<file path="src/rtl/example_pkg.sv">
// Shared definitions for the 7-state example FSM and its steering companion:
// state encodings, transition/output functions and the shortest-path hop ROM.
package example_pkg;

    localparam logic [2:0] S0 = 3'd0;
    localparam logic [2:0] S1 = 3'd1;
    localparam logic [2:0] S2 = 3'd2;
    localparam logic [2:0] S3 = 3'd3;
    localparam logic [2:0] S4 = 3'd4;
    localparam logic [2:0] S5 = 3'd5;
    localparam logic [2:0] S6 = 3'd6;

    typedef enum logic {
        CTL_IDLE  = 1'b0,
        CTL_STEER = 1'b1
    } ctl_state_e;

    // Indexed [current][target]; a set bit means the first hop of the
    // shortest path is x=1, ties already resolved towards x=0.
    localparam logic [6:0][6:0] NEXT_HOP_ROM = {
        7'b0000000,   // S6
        7'b1001010,   // S5
        7'b0000100,   // S4
        7'b1000000,   // S3
        7'b0010000,   // S2
        7'b0110100,   // S1
        7'b0010100    // S0
    };

    function automatic logic [2:0] delta(input logic [2:0] s, input logic x);
        logic [2:0] n;
        case (s)
            S0:      n = x ? S2 : S1;
            S1:      n = x ? S5 : S3;
            S2:      n = x ? S4 : S5;
            S3:      n = x ? S6 : S1;
            S4:      n = x ? S2 : S5;
            S5:      n = x ? S3 : S4;
            S6:      n = x ? S6 : S5;
            default: n = S0;
        endcase
        return n;
    endfunction

    function automatic logic model_out(input logic [2:0] s);
        return (s == S0) || (s == S1) || (s == S3);
    endfunction

    function automatic logic next_hop(input logic [2:0] s, input logic [2:0] t);
        if ((s > S6) || (t > S6)) begin
            return 1'b0;
        end
        return NEXT_HOP_ROM[s][t];
    endfunction

endpackage

</file>
<file path="src/rtl/example_shadow.sv">
// Lockstep shadow of the example FSM state plus the sticky output-mismatch flag.
module example_shadow
    import example_pkg::*;
(
    input  logic       clk,
    input  logic       reset,
    input  logic       x_in,
    input  logic       fsm_out,
    output logic [2:0] shadow_state,
    output logic       desync
);

    logic [2:0] r_state;
    logic       r_desync;
    logic       w_mismatch;

    assign w_mismatch = (fsm_out != model_out(r_state));

    always_ff @(posedge clk) begin
        if (!reset) begin
            r_state  <= S0;
            r_desync <= 1'b0;
        end else begin
            r_state  <= delta(r_state, x_in);
            r_desync <= r_desync | w_mismatch;
        end
    end

    assign shadow_state = r_state;
    assign desync       = r_desync;

endmodule

</file>
<file path="src/rtl/example_steer.sv">
// Drives the example FSM's x input, steering it along the shortest path to a
// requested state while a shadow copy tracks the FSM in lockstep.
module example_steer
    import example_pkg::*;
#(
    parameter logic IDLE_X    = 1'b0,
    parameter int   MAX_STEPS = 7
) (
    input  logic       clk,
    input  logic       reset,
    input  logic       req_valid,
    input  logic [2:0] req_target,
    output logic       req_ready,
    input  logic       fsm_out,
    output logic       x_out,
    output logic [2:0] shadow_state,
    output logic       done,
    output logic [2:0] steps,
    output logic       err,
    output logic       desync
);

    localparam logic [2:0] STEP_LIMIT = 3'(MAX_STEPS);

    ctl_state_e r_ctl;
    ctl_state_e w_ctl_next;
    logic [2:0] r_target;
    logic [2:0] r_cnt;
    logic [2:0] w_target_next;
    logic [2:0] w_cnt_next;
    logic [2:0] w_shadow;
    logic       w_desync;
    logic       w_x;
    logic       w_ready;
    logic       w_done;
    logic       w_err;

    example_shadow u_shadow (
        .clk          (clk),
        .reset        (reset),
        .x_in         (w_x),
        .fsm_out      (fsm_out),
        .shadow_state (w_shadow),
        .desync       (w_desync)
    );

    always_ff @(posedge clk) begin
        if (!reset) begin
            r_ctl    <= CTL_IDLE;
            r_cnt    <= 3'd0;
            r_target <= S0;
        end else begin
            r_ctl    <= w_ctl_next;
            r_cnt    <= w_cnt_next;
            r_target <= w_target_next;
        end
    end

    // Outputs depend only on registered state; req_* feed next-state alone.
    always_comb begin
        w_ctl_next    = r_ctl;
        w_cnt_next    = r_cnt;
        w_target_next = r_target;
        w_x           = IDLE_X;
        w_ready       = 1'b0;
        w_done        = 1'b0;
        w_err         = 1'b0;
        case (r_ctl)
            CTL_IDLE: begin
                w_ready = !w_desync;
                if (req_valid && w_ready) begin
                    w_target_next = req_target;
                    w_cnt_next    = 3'd0;
                    w_ctl_next    = CTL_STEER;
                end
            end
            CTL_STEER: begin
                // Desync can only be seen here in the cycle it first rises,
                // because IDLE refuses requests once it is set.
                if (w_desync) begin
                    w_err      = 1'b1;
                    w_ctl_next = CTL_IDLE;
                end else if (w_shadow == r_target) begin
                    w_done     = 1'b1;
                    w_ctl_next = CTL_IDLE;
                end else if ((r_target == S0) || (r_target > S6)) begin
                    w_err      = 1'b1;
                    w_ctl_next = CTL_IDLE;
                end else if (r_cnt == STEP_LIMIT) begin
                    w_err      = 1'b1;
                    w_ctl_next = CTL_IDLE;
                end else begin
                    w_x        = next_hop(w_shadow, r_target);
                    w_cnt_next = r_cnt + 3'd1;
                end
            end
            default: w_ctl_next = CTL_IDLE;
        endcase
    end

    assign req_ready    = w_ready;
    assign x_out        = w_x;
    assign shadow_state = w_shadow;
    assign done         = w_done;
    assign steps        = r_cnt;
    assign err          = w_err;
    assign desync       = w_desync;

endmodule

</file>
<file path="config.mk">
export PLATFORM = sky130hd
export DESIGN_NAME = example_steer
export DESIGN_NICKNAME = d
export VERILOG_FILES = /design/src/rtl/example_pkg.sv /design/src/rtl/example_shadow.sv /design/src/rtl/example_steer.sv
export SDC_FILE = /design/constraint.sdc
export NUM_CORES = 1
export LEC_CHECK = 0
export BUFFER_PORTS_ARGS = -buffer_cell sky130_fd_sc_hd__buf_4
export CORE_ASPECT_RATIO = 1.1
export CORE_MARGIN = 2
export CORE_UTILIZATION = 48
export DETAILED_ROUTE_END_ITERATION = 7
export HOLD_SLACK_MARGIN = 0.03
export PLACE_DENSITY_LB_ADDON = 0.15
export SLEW_MARGIN = 0
export SYNTH_ARGS = -nofsm -noshare
export SYNTH_HDL_FRONTEND = slang
export SYNTH_SLANG_ARGS = --single-unit
</file>
<file path="constraint.sdc">
create_clock -name clk -period 1.7 [get_ports clk]
set_input_delay 0 -clock clk [delete_from_list [all_inputs] [get_ports clk]]
set_output_delay 0 -clock clk [all_outputs]
set_load 0.05 [all_outputs]
</file>
==> results_dict.tcl, run 1 <==
set metrics [dict create \
    status "finished, violations left" \
    violations "setup timing" \
    stdcell_count 146 \
    insertion_delay_ps 300 \
    diodes 0 \
    synth_top_family_by_area "simple AND/OR/NAND/NOR gates" \
    min_period_ps 1790 \
    synth-xor-area-share_pct 3.79 \
    avgSynthCellArea_um2 8.71 \
    drc_errors 0 \
    synth_top_area_cell "dfxtp_1" \
    core-area_um2 1800 \
    setup_slack_ps -89.8 \
    start_util_pct 51.3 \
    synth_compound_area_share_pct 22.0 \
    numCtsBuffers 3 \
    end_kind "primary output" \
    ant_nets 0 \
    setup_tns_ps -171 \
    yosysWarnings 0 \
    netlist_area_um2 923 \
    synth_commonest_cells "dfxtp_1, nor2_1, a21oi_1" \
    drv_cap 0 \
    cp.arrival_ps 1790 \
    finalSetupViolCount 4 \
    hold_path_class "in -> reg" \
    routed-via-count 870 \
    drive_gt1_share_pct 41.4 \
    pwr-share-comb_pct 27.8 \
    grt_first_pass_wirelength_mm 3.38 \
    grt_usage_pct 20.0 \
    ys.flop_type "dfxtp_1" \
    ys_seq_elements 16 \
    drt_iter0_drc 28 \
    power_per_cell_area_nw_per_um2 774 \
    synthMuxAreaShare_pct 4.34 \
    synth_area_leaders "dfxtp_1, nor2_1, mux2i_1, a21oi_1, xnor2_1" \
    worst_setup_path_start_kind "register" \
    seq_power_share_pct 45.1 \
    dieArea_um2 2290 \
    synth_most_common_cell "dfxtp_1" \
    htree_levels 1 \
    clockBufferDepth 2 \
    grt-ovfl-total 0 \
    routed_wl_mm 2.01 \
    synth_simple_gate_area_share_pct 27.0 \
    clock-root-buffer "clkbuf_4" \
    clock.fmax_mhz 559 \
    ys_types 43 \
    reg2reg_slack_ps -20 \
    cts_sinks 16 \
    holdWs_ps 33.2 \
    synth_fa_ha_area_share_pct 2.71 \
    worst_pin_slew_ps 366 \
    relSlewSlack_pct 75.6 \
    vias_per_cell 5.96 \
    syn_to_final_growth_pct 33.7 \
    synth_top_area_share_pct 34.7 \
    first_global_vias 793 \
    slew_viol_final 0 \
    finalHoldViolCount 0 \
    pre_cts_slack_ps 14.8 \
    synth_nets 115 \
    fin_skew_ps 8.87 \
    post-dp-hpwl_mm 1.41 \
    port_buffers 17 \
    cts_tree "yes" \
    cts.clk_slew.worst_paths_ps 100 \
    rows 16 \
    critPathKind "reg -> out" \
    crit_path_frequent_cell "ha_4" \
    crit_slowest_cell "dfxtp_4" \
    slowest_delay_ps 370 \
    nets 138 \
    synth_edf_count 0 \
    ys_seq_area_share_pct 34.7 \
    pwr-share-clk_pct 27.2 \
    crit_family "simple AND/OR/NAND/NOR gates" \
    synth_cells 106 \
    ir_drop_uv 613 \
    p_leak_uw 0.000486 \
    async_flop_share_pct 0 \
    wire_per_inst_um 13.8 \
    rsz0062_at_grt "yes" \
    place.gp.congestion 0.845 \
    required_ps 1700 \
    swShare_pct 33.1 \
    switching_power_uw 316 \
    cp_cell_sequence "ha_4 > ha_4 > nor3_4 > and4b_4 > nand2_4 > clkinvlp_4 > buf_8" \
    grt_max_degree 15 \
    firstDrtPassIters 4 \
    critical_path_buf_inv_count 2 \
    io-pin-count 18 \
    fin_crit_sh_pct 105 \
    placed_cells 135 \
    p_int_uw 640 \
    fp.dieH_um 50 \
    cp_max_fo 4 \
    die_w_um 45.8 \
    antenna_found_initial 0 \
]
-- metal layers --
layer  global-route usage [%]  share of wire (%)
met1                     25.5                 43
met2                     31.2                 47
met3                     4.03                7.7
met4                     10.0                2.1
met5                        0                  0
-- cell usage in the layout, fill, tap and decap left out, types with 4 or more instances in the layout --
cell,synthesis,routed
a21oi_1,6,6
buf_4,0,20
dfxtp_1,16,7
dfxtp_2,0,5
dfxtp_4,0,4
dlygate4sd3_1,0,4
mux2i_1,4,4
nand2_1,4,4
nor2_1,11,10
nor3_1,5,4
-- per-stage QoR --
step	instance area [um2]	util, %	power [uW]
final	1230	68.5	956
after global routing	1230	68.5	999
after CTS	1230	68.2	958
after detailed placement	1110	61.9	690
after global placement	1110	61.9	688
after floorplan	996	-	636
-- power by group through the flow --
stage	registers, uW	clock network (uW)	logic [uW]
after global routing	435	275	288
after floorplan	456	0	180
final	431	260	265
after detailed placement	439	0	252
after global placement	438	0	250
after CTS	431	263	264
-- worst paths after layout --
path / startpoint / endpoint / cells past startpoint
worst max register to register: steps[1] / register / 7
worst max-delay path: steps[1] / x_out / 7
worst min register to register: r_target[2] / r_target[2] / 2
worst min-delay path: fsm_out / u_shadow.desync / 3
-- cells by family (layout without fill, tap and decap cells) --
| family | Yosys count | count (layout) |
|---|---|---|
| mux | 4 | 4 |
| fa+ha+maj | 2 | 2 |
| xor+xnor | 4 | 4 |
| simple gates | 41 | 41 |
| flops | 16 | 16 |
| buf+inv | 11 | 33 |
| compound gates | 28 | 28 |
-- worst min-delay path, cell delays in order --
cell and delay, ps:
buf_4 80, xor2_1 50, o21a_1 160
-- what timing repair did --
item | in CTS | in global routing
setup buffers | 3 | 0
pin swaps | 2 | 2
endpoints found under the hold margin | 9 | 0
resized for setup | 6 | 2
endpoints found under the setup margin | 4 | 9
hold buffers | 4 | 0
-- cell type report --
| cell class | instances | area, um2 |
|---|---|---|
| Multi-Input combinational cell | 79 | 603 |
| Fill cell | 152 | 567 |
| Sequential cell | 16 | 342 |
| Timing Repair Buffer | 26 | 216 |
| Clock buffer | 4 | 36.3 |
| Tap cell | 18 | 22.5 |
| Inverter | 3 | 15.0 |
No activity file was read; power rests on OpenSTA's default activity.
==> inputs of run 2 (changes only) <==
PLACE_DENSITY = 0.74   (was not set)
PLACE_DENSITY_LB_ADDON = not set   (was 0.15)
==> run 2 against run 1 <==
The run still ends with setup timing left. Largest power group unchanged. Global-route usage rose by 2.1 points. Clock skew fell by 2.7 ps. Clock power fell by 2%. Setup slack improved by 60 ps. Count of clock-buffer cells in the layout did not move. Sequential power barely moved. Via count rose by 4.4%. Wire length rose by 10%.
==> results_dict.tcl, run 2 (same netlist as run 1, synthesis figures left out) <==
set metrics [dict create \
    utilization_pct 73.3 \
    io-pin-count 18 \
    antenna_found_initial 0 \
    cp_max_fo 3 \
    p_int_uw 664 \
    start_util_pct 51.3 \
    end_kind "primary output" \
    ir_drop_uv 669 \
    cts.clk_slew.worst_paths_ps 90 \
    insertion_delay_ps 290 \
    setup_slack_ps -30.0 \
    ant_nets 0 \
    post-dp-hpwl_mm 1.55 \
    relSlewSlack_pct 72.7 \
    grt_first_pass_wirelength_mm 3.70 \
    place.gp.congestion 0.874 \
    grt_usage_pct 22.2 \
    core-area_um2 1800 \
    routed_wl_mm 2.22 \
    gr-usage-met2_pct 34.0 \
    wire_per_inst_um 14.4 \
    routed-via-count 908 \
    fin_skew_ps 6.20 \
    rsz0062_at_grt "yes" \
    violations "setup timing" \
    fp.dieH_um 50 \
    htree_levels 1 \
    worst_pin_slew_ps 409 \
    clockBufferDepth 2 \
    grt-busiest-layer "met2" \
    required_ps 1700 \
    cts_sinks 16 \
    vias_per_cell 5.90 \
    pwr-share-comb_pct 30.9 \
    cp.arrival_ps 1730 \
    p_leak_uw 0.000532 \
    diodes 0 \
    worst_setup_path_start_kind "register" \
    hold_path_class "in -> reg" \
    swShare_pct 33.1 \
    drive_gt1_share_pct 45.6 \
    slew_viol_final 0 \
    power_per_cell_area_nw_per_um2 752 \
    die_w_um 45.8 \
    first_global_vias 815 \
    drt_iter0_drc 32 \
    drv_cap 0 \
    pwr-share-clk_pct 25.7 \
    numCtsBuffers 3 \
    finalHoldViolCount 0 \
    switching_power_uw 329 \
    min_period_ps 1730 \
    clock.fmax_mhz 578 \
    status "finished, violations left" \
    use_met1_pct 30.6 \
    mostFrequentLayoutCells "buf_4, nor2_1, dfxtp_1" \
    port_buffers 17 \
    seq_power_share_pct 43.4 \
    grtUsageMet3_pct 4.40 \
    drc_errors 0 \
    grt_max_degree 15 \
    placed_cells 140 \
    final_area_um2 1320 \
    firstDrtPassIters 5 \
    clock-root-buffer "clkbuf_4" \
    holdWs_ps 203 \
    placed_cell_area_um2 1150 \
    final_common_cell "buf_4" \
    stdcell_count 154 \
    syn_to_final_growth_pct 43.0 \
    finalSetupViolCount 3 \
    dieArea_um2 2290 \
    fin_crit_sh_pct 102 \
    critPathKind "reg -> out" \
    nets 146 \
    grt-ovfl-total 0 \
    rows 16 \
    cts_tree "yes" \
]
-- run 2: cell count changes in the layout (fill, tap and decap cells not counted), sizes merged --
cell,delta
dlygate4sd3,+1
buf,+7
-- run 2: area by class of cell --
| cell class | count | area, um2 |
|---|---|---|
| Multi-Input combinational cell | 79 | 622 |
| Fill cell | 130 | 482 |
| Sequential cell | 16 | 342 |
| Timing Repair Buffer | 34 | 283 |
| Clock buffer | 4 | 36.3 |
| Tap cell | 18 | 22.5 |
| Inverter | 3 | 15.0 |
-- run 2: path summary, 6_finish.rpt --
| check | start | to | slack (ps) | cells past startpoint |
|---|---|---|---|---|
| setup / recovery | steps[0] | x_out | -30 | 7 |
| hold / removal | req_valid | r_target[1] | 200 | 4 |
| setup reg to reg | steps[0] | u_shadow.shadow_state[1] | -10 | 7 |
| hold reg to reg | r_target[1] | r_target[1] | 540 | 2 |
-- run 2: metrics by stage --
step	setup TNS, ps	worst slack [ps]	power, uW
after global placement	0	69.8	695
after floorplan	-379	-96.4	636
after CTS	-192	-47.2	979
final	-54.5	-30.0	993
after detailed placement	0	37.5	700
after global routing	-611	-130	1050
-- run 2: routing by layer --
metal  vias up  part of all wire, %
li1        445                    -
met1       429                   45
met2        32                   49
met3         2                  4.7
met4         0                 0.95
met5         -                    0
-- run 2: power by group through the flow --
stage               Clock, uW  Combinational [uW]  Sequential, uW
floorplan                   0                 180             456
global placement            0                 258             436
detailed placement          0                 263             437
CTS                       269                 281             429
global route              285                 330             436
finish                    255                 307             431
-- run 2: timing repair --
item,in CTS,in global routing
gates resized for setup,5,11
hold buffers,5,0
endpoints found under the hold margin,9,0
gates cloned,0,0
pin swaps,3,6
buffers inserted,3,2
setup endpoints to repair,2,13
-- run 2: critical path: stages (launching register included) --
cell	delay (ps)
dfxtp_4	360
ha_4	160
ha_4	150
nor3_4	180
and4b_4	290
nand2_4	60
clkinvlp_4	90
buf_8	140
==> inputs of run 3 (changes only) <==
CORE_UTILIZATION = 53   (was 48)
PLACE_DENSITY = 0.77   (was 0.74)
RECOVER_POWER = 50   (was not set)
clock period = 1.8 ns   (was 1.7 ns; I/O delays follow)
==> run 3 against run 2 <==
The run still ends with setup timing left. Sequential power decreased by 5.3%. Final cell count is 3.9% lower. Sequential cell count is the same. First-iteration DRC count stayed put. Clock power shrank 5%. Utilization is 4.2 points higher. Setup slack worse by 0.88 ps. Wire length grew 6.9%. Non-clock buffer count is 5 lower. Critical path type unchanged.
==> results_dict.tcl, run 3 (same netlist as run 1, synthesis figures left out) <==
set metrics [dict create \
    required_ps 1800 \
    vias_per_cell 6.09 \
    drive_gt1_share_pct 35.9 \
    cts_tree "yes" \
    critPathKind "reg -> out" \
    slew_viol_final 0 \
    rows 15 \
    slowest_delay_ps 370 \
    worst_setup_path_start_kind "register" \
    p_leak_uw 0.000469 \
    clock.fmax_mhz 546 \
    min_period_ps 1830 \
    finalHoldViolCount 0 \
    critical_path_buf_inv_count 2 \
    end_kind "primary output" \
    routed-via-count 901 \
    insertion_delay_ps 300 \
    grt_first_pass_wirelength_mm 3.69 \
    start_util_pct 57.9 \
    total_power_uw 911 \
    finalSetupViolCount 1 \
    grt_max_degree 13 \
    port_buffers 17 \
    fin_crit_sh_pct 102 \
    firstDrtPassIters 4 \
    fin_skew_ps 8.04 \
    drc_errors 0 \
    cp_cell_sequence "ha_4 > ha_4 > nor3_4 > buf_6 > and2b_2 > o21a_1 > buf_6" \
    crit_slowest_cell "dfxtp_4" \
    ant_nets 0 \
    final_area_um2 1240 \
    cp.arrival_ps 1830 \
    setup_slack_ps -30.9 \
    relSlewSlack_pct 60.1 \
    grt-ovfl-total 0 \
    nets 141 \
    final_common_cell "buf_4" \
    first_global_vias 831 \
    rsz0062_at_grt "yes" \
    hold_path_class "in -> reg" \
    antenna_found_initial 0 \
    crit_family "simple AND/OR/NAND/NOR gates" \
    fp.dieH_um 47.8 \
    cts_sinks 16 \
    io-pin-count 18 \
    violations "setup timing" \
    grt_usage_pct 24.6 \
    routed_wl_mm 2.37 \
    placed_cell_area_um2 1100 \
    numCtsBuffers 3 \
    htree_levels 1 \
    setup_tns_ps -30.9 \
    mostFrequentLayoutCells "buf_4, nor2_1, dfxtp_1, clkbuf_1, a21oi_1" \
    wire_per_inst_um 16.0 \
    cp_max_fo 3 \
    syn_to_final_growth_pct 33.9 \
    power_per_cell_area_nw_per_um2 737 \
    die_w_um 43.8 \
    drv_cap 0 \
    core-area_um2 1600 \
    status "finished, violations left" \
    drt_iter0_drc 32 \
    clock-root-buffer "clkbuf_4" \
    clockBufferDepth 2 \
    diodes 0 \
    cts.clk_slew.worst_paths_ps 100 \
    post-dp-hpwl_mm 1.55 \
    ir_drop_uv 549 \
    dieArea_um2 2090 \
    worst_pin_slew_ps 602 \
    place.gp.congestion 0.883 \
]
## run 3: cell count changes in the layout (fill, tap and decap cells not counted), sizes merged
cell / delta
buf: -13
clkbuf: +8
## run 3: report_power, final
group          total [uW]  leakage (uW)  switching (uW)  internal (uW)
combinational         259      0.000312             156            104
sequential            408      0.000136            32.4            376
clock                 243     0.0000210             119            123
total                 911      0.000469             307            603
## run 3: worst paths after layout
kind	endpoint	slack, ps	from	cells past startpoint
min	r_ctl	150	req_valid	4
min reg2reg	register	560	u_shadow.shadow_state[0]	2
max reg2reg	register	0	steps[0]	7
max	err	-30	steps[0]	7
## run 3: worst register-to-register path, cell delays in order (launching register included)
cell and delay, ps:
dfxtp_4 370, ha_4 160, ha_4 160, nor3_4 190, buf_6 130, nand4b_2 250
nor3_1 320, o31ai_1 110
## run 3: cell type report
class	instances	area, um2
Fill cell	122	359
Multi-Input combinational cell	79	608
Clock buffer	4	36.3
Timing Repair Buffer	29	215
Tap cell	17	21.3
Sequential cell	16	340
Inverter	3	15.0
## run 3: what timing repair did
| action | 4_1_cts | 5_1_grt |
|---|---|---|
| pin swaps | 2 | 1 |
| resized for setup | 10 | 3 |
| hold buffers | 5 | 0 |
| endpoints found under the setup margin | 4 | 9 |
| buffers inserted | 4 | 1 |
| hold endpoints to repair | 10 | 0 |
## run 3: routing by layer
metal	GRT usage (%)	vias up	wire (um)
met3	2.26	10	123
met5	0	-	0
met4	13.9	0	70
li1	-	434	-
met2	45.6	45	1250
met1	28.0	412	930
## run 3: metrics by stage
| stage | hold WS, ps | cells | setup WS, ps | util, % |
|---|---|---|---|---|
| floorplan | 147 | 106 | -9.59 | - |
| detailed placement | 246 | 135 | -24.5 | 68.9 |
| finish | 146 | 148 | -30.9 | 77.5 |
| CTS | 139 | 147 | -20.5 | 78.3 |
| global placement | 232 | 135 | 62.3 | 68.9 |
| global route | 165 | 148 | -108 | 77.5 |
